`config.mk`:
```
export PLATFORM = sky130hd
export DESIGN_NAME = pipe_hazard_ctrl
export DESIGN_NICKNAME = d
export VERILOG_FILES = /design/src/rtl/pipe_hazard_ctrl.sv
export SDC_FILE = /design/constraint.sdc
export NUM_CORES = 1
export LEC_CHECK = 0
export CORE_MARGIN = 4
export CORE_UTILIZATION = 40
export CTS_CLUSTER_DIAMETER = 150
export DETAILED_ROUTE_END_ITERATION = 6
export PLACE_DENSITY = 0.7
export SYNTH_ARGS = -nofsm -noshare
export SYNTH_HDL_FRONTEND = slang
export SYNTH_SLANG_ARGS = --single-unit
```
`constraint.sdc`:
```
create_clock -name clock -period 2.4 [get_ports clock]
set_clock_uncertainty 0.15 [all_clocks]
set_input_delay 0.48 -clock clock [delete_from_list [all_inputs] [get_ports clock]]
set_output_delay 0.48 -clock clock [all_outputs]
set_load 0.01 [all_outputs]
```
`src/rtl/pipe_hazard_ctrl.sv`:
```
// Hazard/sequencing controller for the 5-stage MIPS-Lite pipeline: stall, flush,
// forwarding selects and run statistics derived from EX/MEM/WB destination shadows.
module pipe_hazard_ctrl #(
    parameter int FORWARD = 0,
    parameter int CNT_W   = 32
) (
    input  logic             clock,
    input  logic             reset_n,
    input  logic             id_valid,
    input  logic [31:0]      id_instr,
    input  logic             ex_branch_taken,
    output logic             stall,
    output logic             flush,
    output logic [1:0]       fwd_a_sel,
    output logic [1:0]       fwd_b_sel,
    output logic             done,
    output logic [CNT_W-1:0] cycle_count,
    output logic [CNT_W-1:0] stall_count,
    output logic [CNT_W-1:0] hazard_count
);

    typedef struct packed {
        logic       valid;
        logic       has_dest;
        logic [4:0] dest;
        logic       is_load;
        logic       is_halt;
    } shadow_t;

    typedef enum logic [1:0] {ST_RUN, ST_HALTED, ST_DONE} run_state_t;

    run_state_t state;
    shadow_t    ex_q, mem_q, wb_q;
    shadow_t    dec, ex_next;
    logic       stall_q;
    logic       use_rs, use_rt;
    logic       raw_ex, raw_mem, id_active, advance;
    logic [1:0] fa_next, fb_next;
    logic [5:0] opcode;
    logic [4:0] rs, rt, rd;
    logic       unused_bits;

    assign opcode      = id_instr[31:26];
    assign rs          = id_instr[25:21];
    assign rt          = id_instr[20:16];
    assign rd          = id_instr[15:11];
    assign unused_bits = ^{id_instr[10:0], wb_q.has_dest, wb_q.dest, wb_q.is_load};

    function automatic logic hit(input shadow_t e, input logic [4:0] r);
        return e.valid && e.has_dest && (e.dest == r);
    endfunction

    function automatic logic [1:0] near_sel(input logic use_src, input logic [4:0] r,
                                            input shadow_t ex_e, input shadow_t mem_e);
        if (!use_src)         return 2'b00;
        else if (hit(ex_e, r))  return 2'b01;
        else if (hit(mem_e, r)) return 2'b10;
        else                  return 2'b00;
    endfunction

    always_comb begin
        dec       = '0;
        dec.valid = 1'b1;
        use_rs    = 1'b0;
        use_rt    = 1'b0;
        // Opcodes 0..11 alternate R-type (even, writes rd) and I-type (odd, writes rt).
        if (opcode <= 6'd11) begin
            use_rs       = 1'b1;
            use_rt       = ~opcode[0];
            dec.has_dest = 1'b1;
            dec.dest     = opcode[0] ? rt : rd;
        end else begin
            case (opcode)
                6'd12: begin
                    use_rs       = 1'b1;
                    dec.has_dest = 1'b1;
                    dec.dest     = rt;
                    dec.is_load  = 1'b1;
                end
                6'd13, 6'd15: begin
                    use_rs = 1'b1;
                    use_rt = 1'b1;
                end
                6'd14, 6'd16: use_rs = 1'b1;
                6'd17:        dec.is_halt = 1'b1;
                default:      ;
            endcase
        end
    end

    always_comb begin
        raw_ex    = (use_rs && hit(ex_q, rs)) || (use_rt && hit(ex_q, rt));
        raw_mem   = (use_rs && hit(mem_q, rs)) || (use_rt && hit(mem_q, rt));
        id_active = id_valid && (state == ST_RUN);
        flush     = ex_branch_taken;
        if (FORWARD != 0) stall = id_active && !flush && ex_q.is_load && raw_ex;
        else              stall = id_active && !flush && (raw_ex || raw_mem);
        advance   = id_active && !stall && !flush;
        ex_next   = advance ? dec : '0;
        fa_next   = 2'b00;
        fb_next   = 2'b00;
        if (FORWARD != 0 && advance) begin
            fa_next = near_sel(use_rs, rs, ex_q, mem_q);
            fb_next = near_sel(use_rt, rt, ex_q, mem_q);
        end
    end

    always_ff @(posedge clock or negedge reset_n) begin
        if (!reset_n) begin
            state        <= ST_RUN;
            ex_q         <= '0;
            mem_q        <= '0;
            wb_q         <= '0;
            stall_q      <= 1'b0;
            fwd_a_sel    <= 2'b00;
            fwd_b_sel    <= 2'b00;
            done         <= 1'b0;
            cycle_count  <= '0;
            stall_count  <= '0;
            hazard_count <= '0;
        end else begin
            ex_q    <= ex_next;
            mem_q   <= ex_q;
            wb_q    <= mem_q;
            stall_q <= stall;
            if (!stall) begin
                fwd_a_sel <= fa_next;
                fwd_b_sel <= fb_next;
            end
            case (state)
                ST_RUN:     if (advance && dec.is_halt) state <= ST_HALTED;
                ST_HALTED: if (wb_q.valid && wb_q.is_halt) begin
                    state <= ST_DONE;
                    done  <= 1'b1;
                end
                default:    state <= ST_DONE;
            endcase
            if (!done)              cycle_count  <= cycle_count + CNT_W'(1);
            if (stall)              stall_count  <= stall_count + CNT_W'(1);
            if (stall && !stall_q)  hazard_count <= hazard_count + CNT_W'(1);
        end
    end

endmodule

```
==> impl_results.md, run 1 <==
- First-pass iteration count of the detailed router: 4
- Final worst path period share: 108%
- Chip Width: 125 um
- Placed inst area: 7200 um^2
- Drt wl/cell: 17.3 um
- GRT Residual Overflow: 0
- RSZ-0062 raised after global routing: yes
- Most frequent cells in the layout: dfrtp_1, clkdlybuf4s50_1, xor2_1
- Pleak: 3.97 nW
- Worst slew margin: 61.0%
- Layout Cell Area excl Fill: 8570 um^2
- Setup violations, final: 42
- Routed Antenna Nets: 0
- Place WS: -828 ps
- Final Core Density: 64.2%
- Commonest non-fill, non-tap cell in the layout: dfrtp_1
- Worst setup EP type: primary output
- Layout Cells excl Fill: 861
- Total global-route track usage: 18.4%
- Diode count: 0
- First-pass GRT wire length: 23,400 um
- Final Critical Period: 2600 ps
- # nets final: 711
- CP required: 1770 ps
- Largest net degree at the start of global routing: 65
- Share of layout cells above drive strength 1: 21.9%
- Synth Register Bits: 118
- I/O Buffers: 123
- Clock Path Buffers: 2
- Total power: 5.11 mW
- Max_cap viols: 0
- Avg Inst Size Synth: 11.2 um^2
- Vias per inst: 5.18
- Drt drc: 0
- Fin worst setup slack: -202 ps
- Max VDD drop: 0.000432 V
- Max Slew Vio Count: 0
- CTS tree: built
- PwrDens: 597 nW/um^2
- Worst skew pair latency: 410 ps
- # IOs: 139
- Failing checks: setup timing
- Cells after DPL: 812
- Cell Rows: 42
- H-Tree Depth: 4
- Clock root buffer: clkbuf_16
- Antenna violations before repair: 0
- Max FO, Critical Path: 2
- Slew @ Worst Pin: 583 ps
- Syn. warnings: 0
- Die Footprint: 15,700 um^2
- Synth cell types: 41
- GP Congestion: 0.849
- Core Region: 13,300 um^2
- HPWL Detailed: 9360 um
- CP startpoint kind: input pin
- Status: finished, violations left
- Hold Crit Class: reg -> reg
- Netlist Area Pre-Place: 5510 um^2
- Violation count after the first detailed-routing iteration: 215
- Vias in the first global route: 4,545
- Gate Count Post-Synth: 490
- Endpoints failing hold: 0
- CP Class: in -> out
- Vias: 4,456
- Crit path DAT: 1970 ps
- Clock-pin slew on the worst setup and hold paths: 50 ps
- F_max: 0.384 GHz
- Syn-to-layout area delta: 55.6%
- Die Ht: 125 um
- CTS Buf Count: 17
- Starting Density: 41.3%
- Clk sinks: 118
- Sequential fraction of the synthesis area: 53.6%
- Routed WL: 14,900 um
report_power, final:
group	switching (mW)	internal, mW
sequential	0.0791	2.05
clock	0.868	1.66
combinational	0.217	0.236
total	1.16	3.95
worst paths after layout:
kind / slack (ps) / endpoint / from / depth (start not counted)
max: -200 / stall / id_instr[27] / 6
min: 200 / mem_q[0]$_DFF_PN0_ / ex_q[0]$_DFF_PN0_ / 0
max reg2reg: -110 / stall_count[30]$_DFFE_PN0P_ / stall_count[0]$_DFFE_PN0P_ / 7
min reg2reg: 200 / mem_q[0]$_DFF_PN0_ / ex_q[0]$_DFF_PN0_ / 0
max in group asynchronous: 1000 / cycle_count[9]$_DFFE_PN0N_ / reset_n / 3
min in group asynchronous: 350 / stall_count[25]$_DFFE_PN0P_ / reset_n / 2
routing by layer:
layer | share of wire [%] | vias up | GRT usage, %
met5 | 0 | - | 0
met4 | 1.5 | 0 | 5.55
met3 | 4.8 | 13 | 5.29
met2 | 50 | 114 | 30.6
met1 | 43 | 2244 | 23.6
li1 | - | 2085 | -
worst max-delay path: stages:
cell	delay (ps)
dlygate4sd2_1	250
or4_4	540
o22a_1	210
o22a_1	240
nor2_2	110
buf_2	140
sequential cells by signal, indices dropped and copies added (netlist names):
signal	cells
done	1
cycle_count	32
mem_q	8
ex_q	8
hazard_count	32
stall_count	32
wb_q	2
stall_q	1
state	2
repair_timing:
item	CTS	global route
gates resized for setup	38	80
endpoints found under the hold margin	21	0
cloned	5	2
endpoints found under the setup margin	63	66
hold buffers	1	0
pin swaps	35	56
buffers inserted	8	2
synthesized netlist by cell type (all sizes together):
library cell / number / share of area (%)
xnor2: 55 / 8.7
nand3: 34 / 3.1
or4b: 1 / 0.18
o32ai: 1 / 0.30
conb: 1 / 0.068
o21ai: 1 / 0.091
or3: 1 / 0.11
and4: 5 / 0.80
a21oi: 1 / 0.091
clkbuf: 4 / 0.27
nor2: 32 / 2.2
nand4b: 1 / 0.16
o32a: 1 / 0.18
inv: 3 / 0.20
nand4: 24 / 2.7
nand2: 38 / 2.6
buf: 12 / 1.5
a41o: 1 / 0.18
o22a: 2 / 0.32
and4b: 1 / 0.18
nor3: 17 / 1.5
xor2: 59 / 9.4
nor4: 16 / 3.0
a2111oi: 1 / 0.16
nor2b: 2 / 0.23
or2: 1 / 0.11
ha: 3 / 0.68
nor3b: 2 / 0.27
nand3b: 2 / 0.27
and3: 25 / 2.8
nor4b: 5 / 1.2
mux2: 3 / 0.61
and2: 5 / 0.57
a22oi: 7 / 0.95
dfrtp: 118 / 54
or4: 1 / 0.14
nand2b: 4 / 0.45
stage by stage:
| step | setup TNS [ps] | hold slack [ps] |
|---|---|---|
| 2_1_floorplan | 0 | 34.4 |
| 3_3_place_gp | -31050 | 185 |
| 3_5_place_dp | -35810 | 190 |
| 4_1_cts | -4430 | 204 |
| 5_1_grt | -8890 | 214 |
| 6_report | -2090 | 202 |
cell type report:
cell class	instances	area, um^2
multi-input combinational	356	3000
timing repair buffer	176	1790
sequential	118	2950
tap	176	220
inverter	3	11.3
clock buffer	24	502
fill	1030	4780
clock inverter	8	95.1
logic make-up (layout without fill, tap and decap cells):
family	after synthesis	after routing	synth area share (%)
AND/OR/NAND/NOR	217	217	22.7
flip-flops	118	118	53.6
other	1	4	0.0681
buffers and inverters	19	211	1.95
AO/OA/AOI/OAI	15	15	2.27
XOR/XNOR	114	114	18.1
multiplexers	3	3	0.613
adder cells (fa/ha/maj)	3	3	0.682
Power figures use the tool's default switching activity.
==> inputs of run 2 (changes only) <==
--- a/config.mk
+++ b/config.mk
@@ -7,9 +7,12 @@
 export LEC_CHECK = 0
 export CORE_MARGIN = 4
 export CORE_UTILIZATION = 40
+export CTS_BUF_LIST = sky130_fd_sc_hd__clkbuf_4
 export CTS_CLUSTER_DIAMETER = 150
 export DETAILED_ROUTE_END_ITERATION = 6
+export GPL_ROUTABILITY_DRIVEN = 0
 export PLACE_DENSITY = 0.7
+export SLEW_MARGIN = 20
 export SYNTH_ARGS = -nofsm -noshare
 export SYNTH_HDL_FRONTEND = slang
 export SYNTH_SLANG_ARGS = --single-unit
==> run 2 against run 1 <==
Compared with the run above: the run still ends with setup timing left; global-route usage is 1.1 points lower; sequential cell count stayed put; clock power shrank 47%; sequential share of layout area up 2.4 points; non-clock buffer count fell by 3; count of clock-buffer cells in the layout shrank 5; core utilization down 4.2 points; register-to-register slack lost 80 ps; combinational power up 1%; sequential power about the same; design area is 6.6% lower; critical endpoint unchanged.
==> impl_results.md, run 2 (synthesized netlist as in run 1, its figures left out) <==
- # fillers: 1,128
- Clock Path Buffers: 2
- First-pass GRT wire length: 22,100 um
- Placed inst area: 7200 um^2
- Slew @ Worst Pin: 631 ps
- Violation count after the first detailed-routing iteration: 224
- Int Pwr: 2.91 mW
- CTS Buf Count: 17
- Share of layout cells above drive strength 1: 19.5%
- Status: finished, violations left
- Layout Cell Area excl Fill: 8000 um^2
- Biggest regs: cycle_count (32), hazard_count (32), stall_count (32)
- Vias per inst: 5.10
- Chip Width: 125 um
- RSZ-0062 raised after global routing: yes
- Flop2flop setup slack: -190 ps
- Core Region: 13,300 um^2
- Worst slew margin: 57.7%
- Sequential share of power: 54.3%
- Fin worst setup slack: -352 ps
- Clock root buffer: clkbuf_4
- I/O Buffers: 123
- Final worst path period share: 115%
- Total global-route track usage: 17.3%
- CP Class: in -> out
- Starting Density: 41.3%
- Sw Share: 25.9%
- # IOs: 139
- Setup violations, final: 58
- Comb power frac: 11.7%
- Antenna violations before repair: 1
- GRT Residual Overflow: 0
- Final Critical Period: 2750 ps
- Commonest non-fill, non-tap cell in the layout: dfrtp_1
- Drt wl/cell: 16.4 um
- Vias in the first global route: 4,379
- Endpoints failing hold: 0
- F_max: 0.363 GHz
- Worst hold path stage count: 0
- Worst reg2reg path startpoint: ex_q[6]$_DFF_PN0_
- Sw Pwr: 1.02 mW
- Max Slew Vio Count: 0
- Syn-to-layout area delta: 45.3%
- Hold path startpoint: ex_q[0]$_DFF_PN0_
- Failing checks: setup timing
- Largest net degree at the start of global routing: 65
- Most frequent cells in the layout: dfrtp_1, clkdlybuf4s50_1, xor2_1
- Routed Antenna Nets: 0
- Max FO, Critical Path: 3
- Worst setup EP type: primary output
- CTS tree: built
- PwrDens: 490 nW/um^2
- Max_cap viols: 0
- Clk sinks: 118
- Die Ht: 125 um
- Crit path DAT: 2120 ps
- CP startpoint kind: input pin
- R2R depth: 8
- Routed WL: 14,100 um
- Hold Crit Class: reg -> reg
- WHS Endpoint: mem_q[0]$_DFF_PN0_
- Worst skew pair latency: 520 ps
- # nets final: 708
- CP required: 1770 ps
- First-pass iteration count of the detailed router: 4
- Die Footprint: 15,700 um^2
- Clock-pin slew on the worst setup and hold paths: 90 ps
- Drt drc: 0
- HPWL Detailed: 9360 um
- Reg2reg end: hazard_count[8]$_DFFE_PN0P_
- Max VDD drop: 0.000304 V
- Clk pwr share: 34.0%
- Pleak: 3.63 nW
- Vias: 4,379
- Final Core Density: 59.9%
- Place WS: -828 ps
- H-Tree Depth: 4
- Cell Rows: 42
run 2: cell count changes in the layout (fill, tap and decap cells not counted), sizes merged:
cell,change
diode,+1
clkinv,+5
dlygate4sd2,-11
clkdlybuf4s50,+10
bufbuf,+1
dlymetal6s2s,+1
buf,-5
clkbuf,-4
run 2: metrics by stage:
| stage | instances | setup TNS [ps] | total power, mW | hold slack (ps) |
|---|---|---|---|---|
| floorplan | 493 | 0 | 2.35 | 34.4 |
| global placement | 812 | -31050 | 2.61 | 185 |
| detailed placement | 812 | -35810 | 2.62 | 190 |
| CTS | 852 | -3940 | 3.98 | 194 |
| global route | 859 | -10970 | 4.11 | 181 |
| finish | 859 | -5220 | 3.92 | 211 |
run 2: worst max-delay path by stage:
| stage | start | to | slack [ps] | depth (start not counted) |
|---|---|---|---|---|
| after CTS | mem_q[5]$_DFF_PN0_ | stall | -380 | 6 |
| final | id_instr[29] | stall | -350 | 6 |
| after floorplan | id_instr[27] | hazard_count[1]$_DFFE_PN0P_ | 0.1 | 7 |
| after detailed placement | id_instr[22] | stall | -830 | 7 |
| after global placement | id_instr[22] | stall | -780 | 7 |
| after global routing | mem_q[5]$_DFF_PN0_ | stall | -460 | 6 |
run 2: cell type report:
type	instances	area [um^2]	share of cell area, %
Antenna cell	1	2.50	0.0313
Clock buffer	19	143	1.78
Clock inverter	13	114	1.42
Inverter	3	11.3	0.141
Multi-Input combinational cell	356	2800	35.0
Sequential cell	118	2950	36.9
Tap cell	176	220	2.75
Timing Repair Buffer	173	1760	22.0
run 2: timing repair:
item                                    in CTS  in global routing
hold endpoints to repair                    21                  0
cloned                                       2                  4
setup buffers                                5                  2
resized for setup                           18                 51
endpoints found under the setup margin      27                 65
pin swaps                                   28                 24
hold buffers                                 1                  0
run 2: critical path, cell delays in order:
cell and delay, ps:
clkdlybuf4s50_1 450, or4_4 500, o22a_1 210, o22a_1 240, nor2_2 110, buf_2 140
run 2: power groups by stage:
stage          logic [mW]  clock network [mW]  registers, mW
2_1_floorplan       0.168                   0           2.18
3_3_place_gp        0.446                   0           2.17
3_5_place_dp        0.457                   0           2.17
4_1_cts             0.463                1.39           2.13
5_1_grt             0.500                1.48           2.14
6_report            0.459                1.33           2.13
run 2: routing by layer:
layer  up-vias  global-route usage, %  wire (um)
met4         0                   5.10        153
met5         -                      0          0
met2       100                   28.5       7130
li1       2079                      -          -
met1      2187                   22.0       6170
met3        13                   5.42        684
